[src/rtl/hazard_ctrl.sv]
// Pipeline hazard and sequencing controller for the five-stage MCU core.
// Produces the IF/ID/EXE stall enables, branch flush and bubble controls,
// operand forwarding selects into ID, a halt state for illegal instructions
// and a saturating count of stall/freeze cycles.
module hazard_ctrl #(
  parameter int unsigned CNT_W    = 16,
  parameter logic [1:0]  LOAD_SRC = 2'b01
) (
  input  logic             clk,
  input  logic             resetn,
  input  logic [4:0]       rs1_idx_d_i,
  input  logic [4:0]       rs2_idx_d_i,
  input  logic             rs1_used_d_i,
  input  logic             rs2_used_d_i,
  input  logic             taken_d_i,
  input  logic [4:0]       rd_idx_e_i,
  input  logic             reg_write_en_e_i,
  input  logic [4:0]       rd_idx_m_i,
  input  logic             reg_write_en_m_i,
  input  logic [1:0]       result_src_m_i,
  input  logic [4:0]       rd_idx_w_i,
  input  logic             reg_write_en_w_i,
  input  logic             dmem_busy_m_i,
  input  logic             instr_illegal_e_i,
  output logic             enable_f_o,
  output logic             enable_d_o,
  output logic             enable_em_o,
  output logic             flush_d_o,
  output logic             bubble_e_o,
  output logic             taken_h_o,
  output logic [1:0]       fwd_rs1_sel_o,
  output logic [1:0]       fwd_rs2_sel_o,
  output logic             rs1_depended_h_o,
  output logic             halted_o,
  output logic [CNT_W-1:0] stall_cnt_o
);

  localparam logic [0:0] ST_RUN  = 1'b0;
  localparam logic [0:0] ST_HALT = 1'b1;

  localparam logic [1:0] FWD_RF  = 2'b00;
  localparam logic [1:0] FWD_MEM = 2'b01;
  localparam logic [1:0] FWD_WB  = 2'b10;

  localparam logic [CNT_W-1:0] CNT_ONE = {{(CNT_W-1){1'b0}}, 1'b1};

  logic [0:0]       state_q, state_d;
  logic [CNT_W-1:0] cnt_q, cnt_d;

  logic hit_e1, hit_e2, hit_m1, hit_m2, hit_w1, hit_w2;
  logic load_m, dstall, halted, freeze, counting;
  logic [1:0] fwd1_raw, fwd2_raw;

  // A source register matches a producer only if it is read, is not x0,
  // and the producer actually writes that register.
  function automatic logic reg_hit(input logic       used,
                                   input logic [4:0] rs,
                                   input logic       we,
                                   input logic [4:0] rd);
    return used && (rs != 5'd0) && we && (rd == rs);
  endfunction

  // Producer/consumer matching against every downstream stage.
  always_comb begin
    hit_e1 = reg_hit(rs1_used_d_i, rs1_idx_d_i, reg_write_en_e_i, rd_idx_e_i);
    hit_e2 = reg_hit(rs2_used_d_i, rs2_idx_d_i, reg_write_en_e_i, rd_idx_e_i);
    hit_m1 = reg_hit(rs1_used_d_i, rs1_idx_d_i, reg_write_en_m_i, rd_idx_m_i);
    hit_m2 = reg_hit(rs2_used_d_i, rs2_idx_d_i, reg_write_en_m_i, rd_idx_m_i);
    hit_w1 = reg_hit(rs1_used_d_i, rs1_idx_d_i, reg_write_en_w_i, rd_idx_w_i);
    hit_w2 = reg_hit(rs2_used_d_i, rs2_idx_d_i, reg_write_en_w_i, rd_idx_w_i);
  end

  // Hazard classification and raw forwarding choice per operand.
  // Operands are consumed in ID, so an EXE producer always stalls, and a
  // load still in MEM has no data yet and stalls one more cycle.
  always_comb begin
    load_m   = (result_src_m_i == LOAD_SRC);
    dstall   = hit_e1 || hit_e2 || ((hit_m1 || hit_m2) && load_m);
    halted   = (state_q == ST_HALT);
    freeze   = !halted && dmem_busy_m_i;
    counting = !halted && (dmem_busy_m_i || dstall);

    fwd1_raw = FWD_RF;
    if (hit_m1 && !load_m) begin
      fwd1_raw = FWD_MEM;
    end else if (hit_w1) begin
      fwd1_raw = FWD_WB;
    end

    fwd2_raw = FWD_RF;
    if (hit_m2 && !load_m) begin
      fwd2_raw = FWD_MEM;
    end else if (hit_w2) begin
      fwd2_raw = FWD_WB;
    end
  end

  // Next state: HALT is entered only once memory is idle and is left only
  // through reset; the stall counter saturates instead of wrapping.
  always_comb begin
    state_d = state_q;
    cnt_d   = cnt_q;
    if (resetn) begin
      state_d = ST_RUN;
      cnt_d   = '0;
    end else begin
      if ((state_q == ST_RUN) && instr_illegal_e_i && !dmem_busy_m_i) begin
        state_d = ST_HALT;
      end
      if (counting && (cnt_q != '1)) begin
        cnt_d = cnt_q + CNT_ONE;
      end
    end
  end

  // State and counter registers, synchronous active-high reset.
  always_ff @(posedge clk) begin
    if (resetn) begin
      state_q <= ST_RUN;
      cnt_q   <= '0;
    end else begin
      state_q <= state_d;
      cnt_q   <= cnt_d;
    end
  end

  // Pipeline controls in priority order: reset, halt, freeze, data stall,
  // normal flow. Forwarding is forced to the regfile whenever the ID-stage
  // operands are not being consumed this cycle.
  always_comb begin
    enable_f_o    = 1'b1;
    enable_d_o    = 1'b1;
    enable_em_o   = 1'b1;
    flush_d_o     = 1'b0;
    bubble_e_o    = 1'b0;
    taken_h_o     = 1'b0;
    fwd_rs1_sel_o = FWD_RF;
    fwd_rs2_sel_o = FWD_RF;
    halted_o      = 1'b0;
    if (resetn) begin
      flush_d_o  = 1'b1;
      bubble_e_o = 1'b1;
    end else if (halted) begin
      enable_f_o  = 1'b0;
      enable_d_o  = 1'b0;
      enable_em_o = 1'b0;
      halted_o    = 1'b1;
    end else if (freeze) begin
      enable_f_o  = 1'b0;
      enable_d_o  = 1'b0;
      enable_em_o = 1'b0;
    end else if (dstall) begin
      // Branch redirect is held back until its operands are valid.
      enable_f_o = 1'b0;
      bubble_e_o = 1'b1;
    end else begin
      taken_h_o     = taken_d_i;
      flush_d_o     = taken_d_i;
      fwd_rs1_sel_o = fwd1_raw;
      fwd_rs2_sel_o = fwd2_raw;
    end
  end

  assign rs1_depended_h_o = (fwd_rs1_sel_o != FWD_RF);
  assign stall_cnt_o      = cnt_q;

endmodule

[config.mk]
export PLATFORM = sky130hd
export DESIGN_NAME = hazard_ctrl
export DESIGN_NICKNAME = d
export VERILOG_FILES = /design/src/rtl/hazard_ctrl.sv
export SDC_FILE = /design/constraint.sdc
export NUM_CORES = 1
export LEC_CHECK = 0
export CORE_AREA = 2 2 72 54
export CTS_BUF_LIST = sky130_fd_sc_hd__clkbuf_4
export CTS_CLUSTER_SIZE = 40
export DETAILED_ROUTE_END_ITERATION = 10
export DIE_AREA = 0 0 74 56
export MAX_ROUTING_LAYER = met4
export PLACE_DENSITY = 0.8
export SYNTH_ARGS = -nofsm -noshare
export SYNTH_HDL_FRONTEND = slang
export SYNTH_SLANG_ARGS = --single-unit
[constraint.sdc]
create_clock -name clk -period 5.08 [get_ports clk]
set_input_delay 1.524 -clock clk [delete_from_list [all_inputs] [get_ports clk]]
set_output_delay 1.524 -clock clk [all_outputs]
set_load 0.02 [all_outputs]
==> results summary, run 1 <==
The number of iterations in the first detailed-routing pass is 4. The final-report hold violation count came out at 0. The number of filler instances in the final layout is 268.

At the worst endpoint, the arrival time is 3.50 ns. The detailed-route wire length per cell came out at 15.0 um. The number of max-cap violations is 0. The number of cells produced by synthesis is 185. Summing the sequential cell areas from Yosys gives 24.0% of the chip area. The area of the mapped netlist is 1420 um2. By instance count, the leading cell after synthesis is sky130_fd_sc_hd__xnor2_1. The most used flip-flop cell after synthesis is sky130_fd_sc_hd__dfxtp_1. The critical path data required time is 3.56 ns. The tree is rooted in a sky130_fd_sc_hd__clkbuf_4. VDD sags by at most 0.132 mV. Between clock sinks in the finished design, the worst skew comes to 0.00547 ns. The max-slew violation count is 0. The category of the most critical setup path is in -> out. Static timing analysis puts the maximum clock frequency at 0.199 GHz. The first global-routing pass estimated 7540 um of wire.

0 antenna diodes ended up in the layout. Of all cell types, the one taking the most synthesized area is sky130_fd_sc_hd__dfxtp_1. Counting flops with an async set or reset pin after synthesis yields a share of 0%.

The detailed-route DRC error count is 0. The area of the die is 4140 um2. The run finished with clean final reports. The initial utilization of the core area, before any placement, comes to 41.8%.

The net count after synthesis came out at 223. Counting I/O delays and the setup requirement, the final critical path takes 5.03 ns. The number of vias per cell came out at 5.10. In the post-synthesis netlist, the biggest area contributors are sky130_fd_sc_hd__dfxtp_1 24%, sky130_fd_sc_hd__xnor2_1 18%, sky130_fd_sc_hd__nor2_1 6.1%. The die is 56 um tall. The I/O pin count is 65. The worst setup path is launched from an input port. The final critical path takes up 98.9% of the cycle.

After synthesis, the netlist uses 39 different library cells. The measured slew at the worst slew-check pin came out at 0.644 ns. The pre-CTS setup slack came out at -0.801 ns. The count of flip-flops with a built-in enable after synthesis came out at 0. TritonCTS built the clock tree. Headroom to the max-slew limit came out at 57.1%.

The number of nets at the end of the flow is 311. Compared with the post-synthesis result, the final layout area differs by 67.8%. Walking the worst path, the cells encountered are buf_6 > or4_4 > o21ai_4 > nor3_4 > nor3_4 > nand2_2 > or3_4 > nor4b_4 > buf_4. For the worst-skew pair, the clock arrives at the later sink with an insertion delay of 0.30 ns. By count the netlist is led by 29 x sky130_fd_sc_hd__xnor2_1, 23 x sky130_fd_sc_hd__nor2_1, 18 x sky130_fd_sc_hd__nand2_1. The CTS buffer count is 3. The detailed-route wire length is 4840 um.

The type of the tightest min-delay check is reg -> reg. The setup slack after layout is 0.0547 ns. The cell that appears most often on the critical path is sky130_fd_sc_hd__nor3_4. The final antenna-violating net count came out at 0.

After clock tree synthesis, the clock-pin slew on the worst setup and hold paths is 0.10 ns. The setup total negative slack is 0 ns. The total overflow reported by the global router is 0. The die is 74 um wide. Power comes to 345 uW.

The mean instance size in the synthesized netlist came out at 7.68 um2. The initial antenna violation count came out at 0. The number of clock sinks is 17. The leakage power came out at 0.000953 uW. The count of warnings emitted by yosys came out at 0. The core region area is 3400 um2.

The largest fanout on the critical path came out at 3. The final setup violation count is 0. Setup repair after global routing could not meet its margin everywhere. The initial detailed-routing violation count is 137.

At the end of routability-driven placement, the weighted congestion stood at 0.988. For this run, the total global-route usage over all layers was measured as 24.2%. The area share of the largest cell type after synthesis came out at 24.0%. Once placement completed, the tool counted placed cells totaling 313. The count of cells in the finished layout, fillers not included, comes to 322. The routed layout has 1643 vias. The initialized floorplan defines 18 standard-cell rows. In this design, the stage delay of the slowest critical-path cell is 0.53 ns. The maximum number of pins on one net before global-route repair is 14.

Summed over all nets, the half-perimeter wirelength after detailed placement is 3750 um. The power density over the cells is 145 nW/um2. The kind of capture point of the worst setup path is a primary output.

The number of buffers inserted by port buffering came out at 64. The via count of the first global-routing pass came to 1526. No sink is reached through more buffers than the 2 on the longest clock path. Of the cells placed in the final design, the portion with a size suffix greater than 1 is 26.1%. The number of levels the H-tree was split into is 1. Among all stages on the critical path, the largest delay is contributed by sky130_fd_sc_hd__or4_4. The flop and latch count out of synthesis came out at 17.
-- per-stage QoR --
| stage | cell area, um2 | hold slack, ns | util, % |
|---|---|---|---|
| 2_1_floorplan | 1430 | 0.536 | - |
| 3_3_place_gp | 2250 | 0.494 | 66.3 |
| 3_5_place_dp | 2250 | 0.499 | 66.3 |
| 4_1_cts | 2340 | 0.515 | 68.9 |
| 5_1_grt | 2380 | 0.535 | 70.1 |
| 6_report | 2380 | 0.516 | 70.1 |
-- cell type report --
type / count / area [um2] / share of cell area, %
Multi-Input combinational cell: 159 / 1130 / 47.5
Timing Repair Buffer: 89 / 806 / 33.8
Sequential cell: 17 / 340 / 14.3
Tap cell: 50 / 62.6 / 2.63
Clock buffer: 4 / 30.0 / 1.26
Inverter: 3 / 11.3 / 0.473
-- cell usage in the layout (no fill, tap or decap), types with 2 or more instances in the layout --
cell type                          n
sky130_fd_sc_hd__a21o_1            2
sky130_fd_sc_hd__a21oi_1          10
sky130_fd_sc_hd__a31o_2            3
sky130_fd_sc_hd__and3_1            4
sky130_fd_sc_hd__buf_2             4
sky130_fd_sc_hd__buf_4            29
sky130_fd_sc_hd__buf_6             5
sky130_fd_sc_hd__clkbuf_4          4
sky130_fd_sc_hd__clkdlybuf4s15_1   2
sky130_fd_sc_hd__clkdlybuf4s50_1  41
sky130_fd_sc_hd__dfxtp_1          17
sky130_fd_sc_hd__dlygate4sd2_1     3
sky130_fd_sc_hd__dlymetal6s2s_1    4
sky130_fd_sc_hd__inv_1             3
sky130_fd_sc_hd__mux2_2            5
sky130_fd_sc_hd__nand2_1          17
sky130_fd_sc_hd__nand2b_1          4
sky130_fd_sc_hd__nand3_1           8
sky130_fd_sc_hd__nand3b_1          2
sky130_fd_sc_hd__nand4_1           8
sky130_fd_sc_hd__nor2_1           20
sky130_fd_sc_hd__nor2_2            3
sky130_fd_sc_hd__nor2b_1           7
sky130_fd_sc_hd__nor3_1            5
sky130_fd_sc_hd__nor3_4            5
sky130_fd_sc_hd__o21ai_4           2
sky130_fd_sc_hd__or2_2             3
sky130_fd_sc_hd__or4_4             2
sky130_fd_sc_hd__xnor2_1          29
sky130_fd_sc_hd__xor2_1            5
-- worst max-delay path, delay by kind of cell --
family / cells / cell delay (ns)
AND/OR/NAND/NOR: 6 / 1.48
AO/OA/AOI/OAI: 1 / 0.22
buffers and inverters: 2 / 0.27
-- per-layer routing --
metal	global-route usage, %	up-vias	part of all wire [%]
met3	6.34	4	7.8
met1	36.8	756	50
met5	-	-	0
li1	-	818	-
met2	31.9	65	41
met4	4.16	0	0.56
-- report_power, final --
group          leakage, uW  switching (uW)  total, uW  internal, uW
Sequential        0.000137            3.43        139           136
Combinational     0.000798            57.4        125          67.2
Clock            0.0000184            44.8       80.8          36.0
-- sequential cells by signal, summed over array words and instances (netlist names) --
signal       cells
halted           1
stall_cnt_o     16
-- timing repair --
action,CTS,global route
pin swaps,15,13
setup endpoints to repair,9,8
gates resized for setup,79,15
hold buffers,0,0
setup buffers,4,1
-- cells by family (layout without fill, tap and decap cells) --
| logic type | count (synthesis) | after routing | synth area share [%] |
|---|---|---|---|
| muxes | 6 | 6 | 4.67 |
| xor gates and xnor gates | 34 | 34 | 21.0 |
| buffers and inverters | 9 | 96 | 2.73 |
| and+or+nand+nor | 94 | 94 | 34.7 |
| AOI/OAI and AO/OA | 24 | 24 | 12.1 |
| DFF | 17 | 17 | 24.0 |
| adders and majority gates | 1 | 1 | 0.881 |
-- path summary, 6_finish.rpt --
path                    from               end  slack (ns)  depth (start not counted)
max           rs1_idx_d_i[2]  fwd_rs2_sel_o[1]        0.05                          9
min          stall_cnt_o[15]   stall_cnt_o[15]        0.52                          2
max reg2reg   stall_cnt_o[3]    stall_cnt_o[5]        2.86                          7
min reg2reg  stall_cnt_o[15]   stall_cnt_o[15]        0.52                          2
Note: power is estimated with default switching activity, not from simulation.
==> inputs of run 2 (changes only) <==
==> config.mk (replaced) <==
export PLATFORM = sky130hd
export DESIGN_NAME = hazard_ctrl
export DESIGN_NICKNAME = d
export VERILOG_FILES = /design/src/rtl/hazard_ctrl.sv
export SDC_FILE = /design/constraint.sdc
export NUM_CORES = 1
export LEC_CHECK = 0
export CORE_AREA = 2 2 85 46
export CTS_BUF_LIST = sky130_fd_sc_hd__clkbuf_4
export CTS_CLUSTER_SIZE = 40
export DETAILED_ROUTE_END_ITERATION = 10
export DIE_AREA = 0 0 87 48
export MAX_ROUTING_LAYER = met4
export PLACE_DENSITY = 0.81
export SYNTH_ARGS = -nofsm -noshare
export SYNTH_HDL_FRONTEND = slang
export SYNTH_SLANG_ARGS = --single-unit
==> run 2 against run 1 <==
  * Count of clock-buffer cells in the layout did not move
  * Utilization rose by 1.2 points
  * Clock power barely moved
  * Sequential power barely moved
  * Fmax fell by 0.15%
  * Critical path depth did not move
  * Sequential share of layout area fell by 0.067 points
  * Total power fell by 0.80%
==> results summary, run 2 (synthesis results as in run 1) <==
The run finished with clean final reports. The total half-perimeter wirelength after legalization and detailed placement came to 3570 um (-4.7%). The number of filler instances in the final layout was 258 (-3.7%). The fraction of power spent switching nets is 30.1% (-0.62 points). The power share of the sequential group came out at 40.7% (+0.3 points).

The final weighted congestion in routability-driven placement is 0.839 (-15%). The hold slack is 0.507 ns (-0.00887 ns). By instance count, the cell type seen most on the critical path is sky130_fd_sc_hd__nor3_4. The number of iterations in the first detailed-routing pass is 4 (unchanged). The category of the most critical setup path is in -> out. In this run the critical register-to-register path is launched from stall_cnt_o[3].

The cell sitting at the root of the clock tree is a sky130_fd_sc_hd__clkbuf_4. The worst setup path is launched from an input port. The internal power came out at 239 uW (about the same). The initial detailed-routing violation count is 52 (-62%).

The I/O pin count is 65 (unchanged). The post-route fraction of the period consumed by the critical path came to 99.1% (+0.14 points). The first-pass GRT wire length is 7140 um (-5.3%). The detailed-route wire length per cell came out at 14.9 um (-0.61%). The final setup skew is 0.00270 ns (-0.00277 ns).

The core region area came to 3360 um2 (-1.2%). The power density over the cells came out at 143 nW/um2 (-1.3%). The leakage power was 0.000989 uW (+3.8%).

The kind of capture point of the worst setup path is a primary output. The post-layout instance count excluding filler cells came out at 318 (-1.2%). The number of levels the H-tree was split into is 1 (unchanged). The floorplan die width is 87 um (+18%). Setup repair after global routing could not meet its margin everywhere. The CTS buffer count came out at 3 (unchanged). The achievable clock frequency came out at 0.199 GHz (-0.15%). The initial core utilization was 42.3% (+0.51 points). The total overflow reported by the global router is 0 (unchanged). The number of flip-flops under the largest register name is 16 (unchanged). The max-slew violation count is 0 (unchanged). The number of vias per cell is 5.27 (+3.2%). The maximum number of pins on one net before global-route repair is 29 (+15). The share of total power in the clock network is 23.6% (about the same). The final antenna-violating net count came to 0 (unchanged). The number of nets at the end of the flow is 315 (+1.3%). The largest fanout on the critical path is 3 (unchanged). The number of buffer and inverter instances along the worst setup path came out at 2 (unchanged). The clock slew at the register clock pins of the worst setup and hold paths came out at 0.10 ns (about the same). The setup total negative slack came out at 0 ns (unchanged).

The number of clock sinks came out at 17 (unchanged). The detailed-route via count is 1675 (+1.9%). The largest stage delay on the critical path came out at 0.55 ns (+0.02 ns). The clock latency at the later pin of the worst-skew pair came to 0.30 ns (about the same).

The via count of the first global-routing pass came to 1544 (+1.2%). The type of the tightest min-delay check is reg -> reg. The hold buffer count at CTS is 0 (unchanged). The global-route usage over all layers was 23.2% (-0.98 points). The arrival time reported for the critical path endpoint came out at 3.51 ns (about the same).

The relative slew slack came out at 56.3% (-0.78 points). The shortest clock period the worst path allows after layout was 5.03 ns (+0.00733 ns). The final-report hold violation count is 0 (unchanged). In this run the most critical hold path is launched from stall_cnt_o[15].

In this run the worst setup path begins at rs1_idx_d_i[3]. The number of rows created at floorplan is 15 (-3). The initial antenna violation count came to 0 (unchanged). The detailed-route wire length is 4750 um (-1.8%). Leaving out fill and tap cells, the most frequent cells in the layout are 38 x sky130_fd_sc_hd__clkdlybuf4s50_1, 33 x sky130_fd_sc_hd__buf_4, 29 x sky130_fd_sc_hd__xnor2_1. The final design utilization is 71.2% (+1.2 points). The maximum count of clock buffers along a single path is 2 (unchanged). The count of inserted antenna diode cells is 0 (unchanged).

The slowest stage of the critical path belongs to the cell sky130_fd_sc_hd__or4_4. The family of cells with the greatest summed delay on the critical path is simple AND/OR/NAND/NOR gates. TritonCTS built the clock tree. The total instance count after detailed placement came out at 306 (-2.2%).

The combinational group share of total power is 35.7% (-0.5 points). The area of the die came out at 4180 um2 (+0.77%). The detailed-route DRC error count is 0 (unchanged). The maximum vdd drop is 0.0899 mV (-32%).

The ratio of cells with drive above 1 in the final layout is 27.5% (+1.4 points). The number of buffers inserted by port buffering is 64 (unchanged). The critical path data required time is 3.56 ns (about the same). The area growth from synthesis to layout is 68.5%. Walking the worst path, the cells encountered are buf_6 > or4_4 > o21ai_4 > nor3_4 > nor3_4 > nand2_2 > or3_4 > nor4b_4 > buf_4. The switching power came out at 103 uW (-2.8%). The final setup violation count is 0 (unchanged).

The overall die height came to 48 um (-14%). Leaving out fill and tap cells, the most frequent cell in the layout is sky130_fd_sc_hd__clkdlybuf4s50_1. The number of max-cap violations is 0 (unchanged). The measured slew at the worst slew-check pin is 0.656 ns (+0.0117 ns).
-- run 2: cell types whose count changed in the layout (fill, tap and decap cells not counted), moves of 2 or more --
| cell | delta |
|---|---|
| sky130_fd_sc_hd__buf_4 | +4 |
| sky130_fd_sc_hd__clkdlybuf4s50_1 | -3 |
| sky130_fd_sc_hd__dlymetal6s2s_1 | +3 |
| sky130_fd_sc_hd__nor2_1 | +2 |
| sky130_fd_sc_hd__nor2_2 | -2 |
| sky130_fd_sc_hd__nor3_2 | +2 |
| sky130_fd_sc_hd__nor3_4 | -2 |
-- run 2: layer usage --
layer	track usage (%)	part of all wire [%]
met4	12.8	3.3
met1	24.5	43
met3	1.72	4.0
met5	-	0
met2	45.3	50
-- run 2: through the flow --
step	cell area [um2]	total power (uW)	setup slack, ns
after floorplan	1430	193	0.0603
after global placement	2250	256	-0.736
after detailed placement	2250	259	-0.848
after CTS	2340	341	-0.0103
after global routing	2390	358	-0.0289
final	2390	342	0.0473
-- run 2: layout make-up --
cell class                 count  area [um2]  share of cell area, %
clock buffer                   4        30.0                   1.25
tap                           42        52.6                   2.20
multi-input combinational    159        1120                   46.8
timing repair buffer          93         838                   35.0
inverter                       3        11.3                  0.470
sequential                    17         340                   14.2
-- run 2: path summary, 6_finish.rpt --
path                      endpoint  slack [ns]  cells past startpoint
setup reg to reg    stall_cnt_o[5]        2.90                      7
setup / recovery  fwd_rs2_sel_o[1]        0.05                      9
hold / removal     stall_cnt_o[15]        0.51                      2
hold reg to reg    stall_cnt_o[15]        0.51                      2
-- run 2: timing repair --
item	4_1_cts	5_1_grt
resized for setup	75	19
setup buffers	6	2
endpoints found under the setup margin	9	8
pin swaps	13	12
-- run 2: power by group through the flow --
stage / Combinational (uW) / Sequential [uW] / Clock (uW)
2_1_floorplan: 49.4 / 144 / 0
3_3_place_gp: 114 / 142 / 0
3_5_place_dp: 117 / 142 / 0
4_1_cts: 119 / 139 / 82.3
5_1_grt: 131 / 140 / 87.5
6_report: 122 / 139 / 80.7
-- run 2: worst min-delay path: stages (launching register included) --
cell and delay [ns]:
sky130_fd_sc_hd__dfxtp_1 0.35, sky130_fd_sc_hd__nand2_1 0.07, sky130_fd_sc_hd__a21oi_1 0.05
